### src/rtl/adder_subtractor.sv
// 4-bit signed adder/subtractor with a registered 5-bit result.
// Operands are sign-extended and summed through a 5-cell ripple-carry chain.
module adder_subtractor (
    input  logic       clk,
    input  logic       rst_n,
    input  logic [3:0] a,
    input  logic [3:0] b,
    input  logic       sub,
    output logic [4:0] out
);

    logic [4:0] w_ax;
    logic [4:0] w_bx;
    logic [4:0] w_bop;
    logic [5:0] w_carry;
    logic [4:0] w_sum;
    logic [4:0] r_out;

    // Sign-extend both operands; conditionally invert B for subtraction.
    always_comb begin
        w_ax  = {a[3], a};
        w_bx  = {b[3], b};
        w_bop = w_bx ^ {5{sub}};
    end

    // Carry-in of the chain supplies the +1 of the two's complement negate.
    assign w_carry[0] = sub;

    // Ripple-carry chain of five full-adder cells; final carry-out unused.
    for (genvar gi = 0; gi < 5; gi++) begin : g_fa
        always_comb begin
            w_sum[gi]     = w_ax[gi] ^ w_bop[gi] ^ w_carry[gi];
            w_carry[gi+1] = (w_ax[gi] & w_bop[gi])
                          | (w_carry[gi] & (w_ax[gi] ^ w_bop[gi]));
        end
    end

    // Result register, cleared immediately when reset is asserted.
    always_ff @(posedge clk or negedge rst_n) begin
        if (!rst_n) begin
            r_out <= 5'b00000;
        end else begin
            r_out <= w_sum;
        end
    end

    assign out = r_out;

    logic w_unused;
    assign w_unused = w_carry[5];

endmodule

### config.mk
export PLATFORM = sky130hd
export DESIGN_NAME = adder_subtractor
export DESIGN_NICKNAME = d
export VERILOG_FILES = /design/src/rtl/adder_subtractor.sv
export SDC_FILE = /design/constraint.sdc
export NUM_CORES = 1
export LEC_CHECK = 0
export CAP_MARGIN = 20
export CORE_AREA = 2 2 39 41
export CTS_CLUSTER_DIAMETER = 60
export DETAILED_ROUTE_END_ITERATION = 10
export DIE_AREA = 0 0 41 43
export MAX_ROUTING_LAYER = met4
export PLACE_DENSITY = 0.52
export SLEW_MARGIN = 20
export SYNTH_ARGS = -nofsm -noshare
export SYNTH_HDL_FRONTEND = slang
export SYNTH_SLANG_ARGS = --single-unit
### constraint.sdc
create_clock -name clk -period 0.8 [get_ports clk]
set_input_delay 0.2 -clock clk [delete_from_list [all_inputs] [get_ports clk]]
set_output_delay 0.2 -clock clk [all_outputs]
set_load 0.005 [all_outputs]
### Yosys cells after proc, flatten, opt, wreduce, memory -nomap -nowiden

Index checks and enable logic that the tools add are counted.

* bits in registers: 5
* bits of input ports: 11
* output and inout bits: 5

* bitwise operators: 23

Operators by type and width (count)
* $xor 1x1->1: 10
* $and 1x1->1: 8
* $xor 5x5->5: 1
* $or 1x1->1: 4

### Longest topological paths before layout

* depth after elaboration: 11
* mapped depth: 6
* mapped depth without buffers: 5

### Worst setup path before layout

OpenSTA, ideal clock, no wires.

* path type: input-to-reg
* from: input sub
* to: register r_out[3], in the netlist out[3]
* library setup time: 0.114 ns
* arrival time: 1.784 ns
* required time: 0.686 ns
* slack: -1.098 ns
* stages: 6
* path buffers: 1
* cells stage by stage: buf_6 > xnor2_1 > fa_1 > fa_1 > fa_1 > inv_1

* longest elaborated chain between the ends: 9

RTL lines
* start: declaration: RTL line 8 `input logic sub,`
* $xor 5x5->5: RTL line 23 `w_bop = w_bx ^ {5{sub}};`
* $xor 1x1->1: RTL line 34 `| (w_carry[gi] & (w_ax[gi] ^ w_bop[gi]));`
* $and 1x1->1: RTL line 34
* $or 1x1->1: RTL line 34
* $and 1x1->1: RTL line 34
* $or 1x1->1: RTL line 34
* $and 1x1->1: RTL line 34
* $or 1x1->1: RTL line 34
* $xor 1x1->1 *: RTL line 32 `w_sum[gi] = w_ax[gi] ^ w_bop[gi] ^ w_carry[gi];`
* named net w_sum[3]: RTL line 16 `logic [4:0] w_sum;`
* end signal: assignment: RTL line 43 `r_out <= w_sum;`
* end: declaration: RTL line 17 `logic [4:0] r_out;`

The timed path passes the listed nets; every way through them passes the cells marked *.

### Worst setup path in the final report

* from: input b[1]
* to: register r_out[3], in the netlist out[3]

* longest elaborated chain between the ends: 7

RTL lines
* start: declaration: RTL line 7 `input logic [3:0] b,`
* $xor 5x5->5 *: RTL line 23
* $xor 1x1->1: RTL line 34
* $and 1x1->1: RTL line 34
* $or 1x1->1 *: RTL line 34
* $and 1x1->1 *: RTL line 34
* $or 1x1->1 *: RTL line 34
* $xor 1x1->1 *: RTL line 32
* named net w_sum[3]: RTL line 16

Marks and branches as above.

==> out/metrics.cfg <==
[synth]
ys_ff_latch=5
synth_area_leader_cell=dfrtp_1
synthesis.area_um2=300
synth-main-ff-cell=dfrtp_1
synthXorXnorAreaFrac_pct=17.1
synthTopCellsByArea=dfrtp_1 42%, fa_1 27%, xnor2_1 8.8%, inv_1 7.5%, xor2_2 5.4%
synth_edf_count=0
async_reset_ff_share_pct=100
synth_nets=37
yosys_warnings=0
synth.distinct_cells=8
syn_inst=22
synthMuxAreaShare_pct=3.33
yosysMostFrequentCell=inv_1
synth_compound_area_share_pct=0
synth_common_cells=6 x inv_1, 5 x dfrtp_1, 4 x fa_1
synth_top_family_by_area=adder cells
synth_top_area_share_pct=41.7
synthAdderAreaFrac_pct=26.7
synth.avg_cell_area_um2=13.6
ys_seq_area_share_pct=41.7
synthSimpleGateAreaFrac_pct=0

[timing]
hold_viol_final=0
slew_headroom_pct=85.7
rsz0062_at_grt=true
setup_viol=9
finalWorstSetupSlack_ps=-748
report.final.slew_viol_count=0
period_share_pct=193
period_minus_slack_ps=1550
max_freq_ghz=0.646
tightest_slew_ps=214

[grt]
grt_pass1_vias=234
overflow=0
grt_max_degree=6
grt_pass1_wl_um=917
antenna_found_initial=0
track_usage_pct=8.32

[power]
p_leak_nw=0.264
p_per_area_nw_per_um2=1620
swShare_pct=24.8
worst_ir_drop_vdd_mv=0.459
power_switching_uw=215
p_comb_share_pct=31.4
p_int_uw=651
p_clk_share_pct=32.2
seqPwrFrac_pct=36.4
design_power_total_uw=866

[drt]
wirelength_um=519
wire_per_inst_um=8.51
via_count=224
dr.pass1.iters=1
drt_iter0_drc=0
avgViaCountPerCell=3.67
drtAntennaViolNets=0
route.detailed.drc=0

[setup_path]
cp_max_fo=2
critical_path.cell_chain=buf_8 > xnor2_4 > fa_2 > fa_2 > fa_1 > inv_1
startpoint_type=primary input
path_common_cell=fa_2
critPathMaxStageDelay_ps=490
slowest_stage=fa_1
critPathRequiredTime_ps=930
worstSetupEndpointType=flop
arrival_ps=1670
critPathKind=in -> reg
critPathBufInv=2
path_delay_family=adder cells

[clock_network]
h-tree-depth=1
cts_buffers=3
clk_pin_slew_ps=40
clock-sinks=5
root_buffer=clkbuf_4
cts_tree=done
cts_buffer_depth=2

[finish]
seqCellArea_um2=125
largest_register_ffs=5
multi_input_area_um2=179
n_fill_cell=146
final_cells=61
antenna_cells=0
drive_gt1_share_pct=57.8
area_growth_pct=78.3
nNetsFinal=61

[floorplan]
fp.dieW_um=41
core_area_um2=1380
die-area_um2=1760
die_h_um=43
start_util_pct=21.7
pin_count=16
row_count=14

[placement]
place_inst=56
portBuffers=15
gp_congestion=0.680

[worst_hold_path]
min_path_type=in -> reg

[run_status]
status=complete, but fails checks
violations=negative setup slack

[flow_run]
cap_violations=0

metrics by stage:
stage	setup slack, ps	hold WS, ps	area, um2	utilization (%)	TNS, ps
after CTS	-924	137	515	37.3	-2970
after global routing	-783	130	536	38.7	-2740
after global placement	-1490	427	513	37.1	-6000
after detailed placement	-1530	431	513	37.1	-6140
after floorplan	-986	-95.6	333	-	-2800
final	-748	149	536	38.7	-2460
path summary, 6_finish.rpt:
path | startpoint | end | slack (ps) | cells past startpoint
max | b[1] | out[3] | -750 | 6
min | b[0] | out[0] | 150 | 2
max in group asynchronous | rst_n | out[3] | 440 | 1
min in group asynchronous | rst_n | out[2] | 180 | 1
repair_timing:
action / CTS / global route
setup buffers: 1 / 0
gates cloned: 0 / 0
pin swaps: 3 / 4
resized for setup: 42 / 9
hold buffers: 0 / 0
setup endpoints to repair: 9 / 9
cell families (layout without fill, tap and decap cells):
logic type / Yosys count / count (layout)
xor+xnor: 5 / 5
fa+ha+maj: 4 / 4
buf+inv: 7 / 30
flops: 5 / 5
mux: 1 / 1
layout by cell type (no fill, tap or decap), drive strengths merged:
cell / count
buf: 14
clkbuf: 5
clkdlybuf4s50: 4
dfrtp: 5
dlymetal6s2s: 1
fa: 4
inv: 6
mux2i: 1
xnor2: 3
xor2: 2
power groups by stage:
stage / sequential, mW / combinational [mW] / clock [mW]
floorplan: 0.330 / 0.111 / 0
global placement: 0.321 / 0.302 / 0
detailed placement: 0.321 / 0.311 / 0
CTS: 0.316 / 0.274 / 0.296
global route: 0.319 / 0.312 / 0.322
finish: 0.315 / 0.272 / 0.279
cell type report:
| type | instances | share of cell area [%] |
|---|---|---|
| Clock buffer | 4 | 4.91 |
| Inverter | 6 | 4.21 |
| Multi-Input combinational cell | 10 | 33.4 |
| Sequential cell | 5 | 23.4 |
| Tap cell | 16 | 3.74 |
| Timing Repair Buffer | 20 | 30.4 |
layer usage:
layer	up-vias	track usage, %	wire [um]
met5	-	-	0
met4	0	4.00	0
met3	0	4.71	67
met2	12	12.5	305
met1	109	8.31	146
li1	103	-	-
No activity file was read; power rests on OpenSTA's default activity.
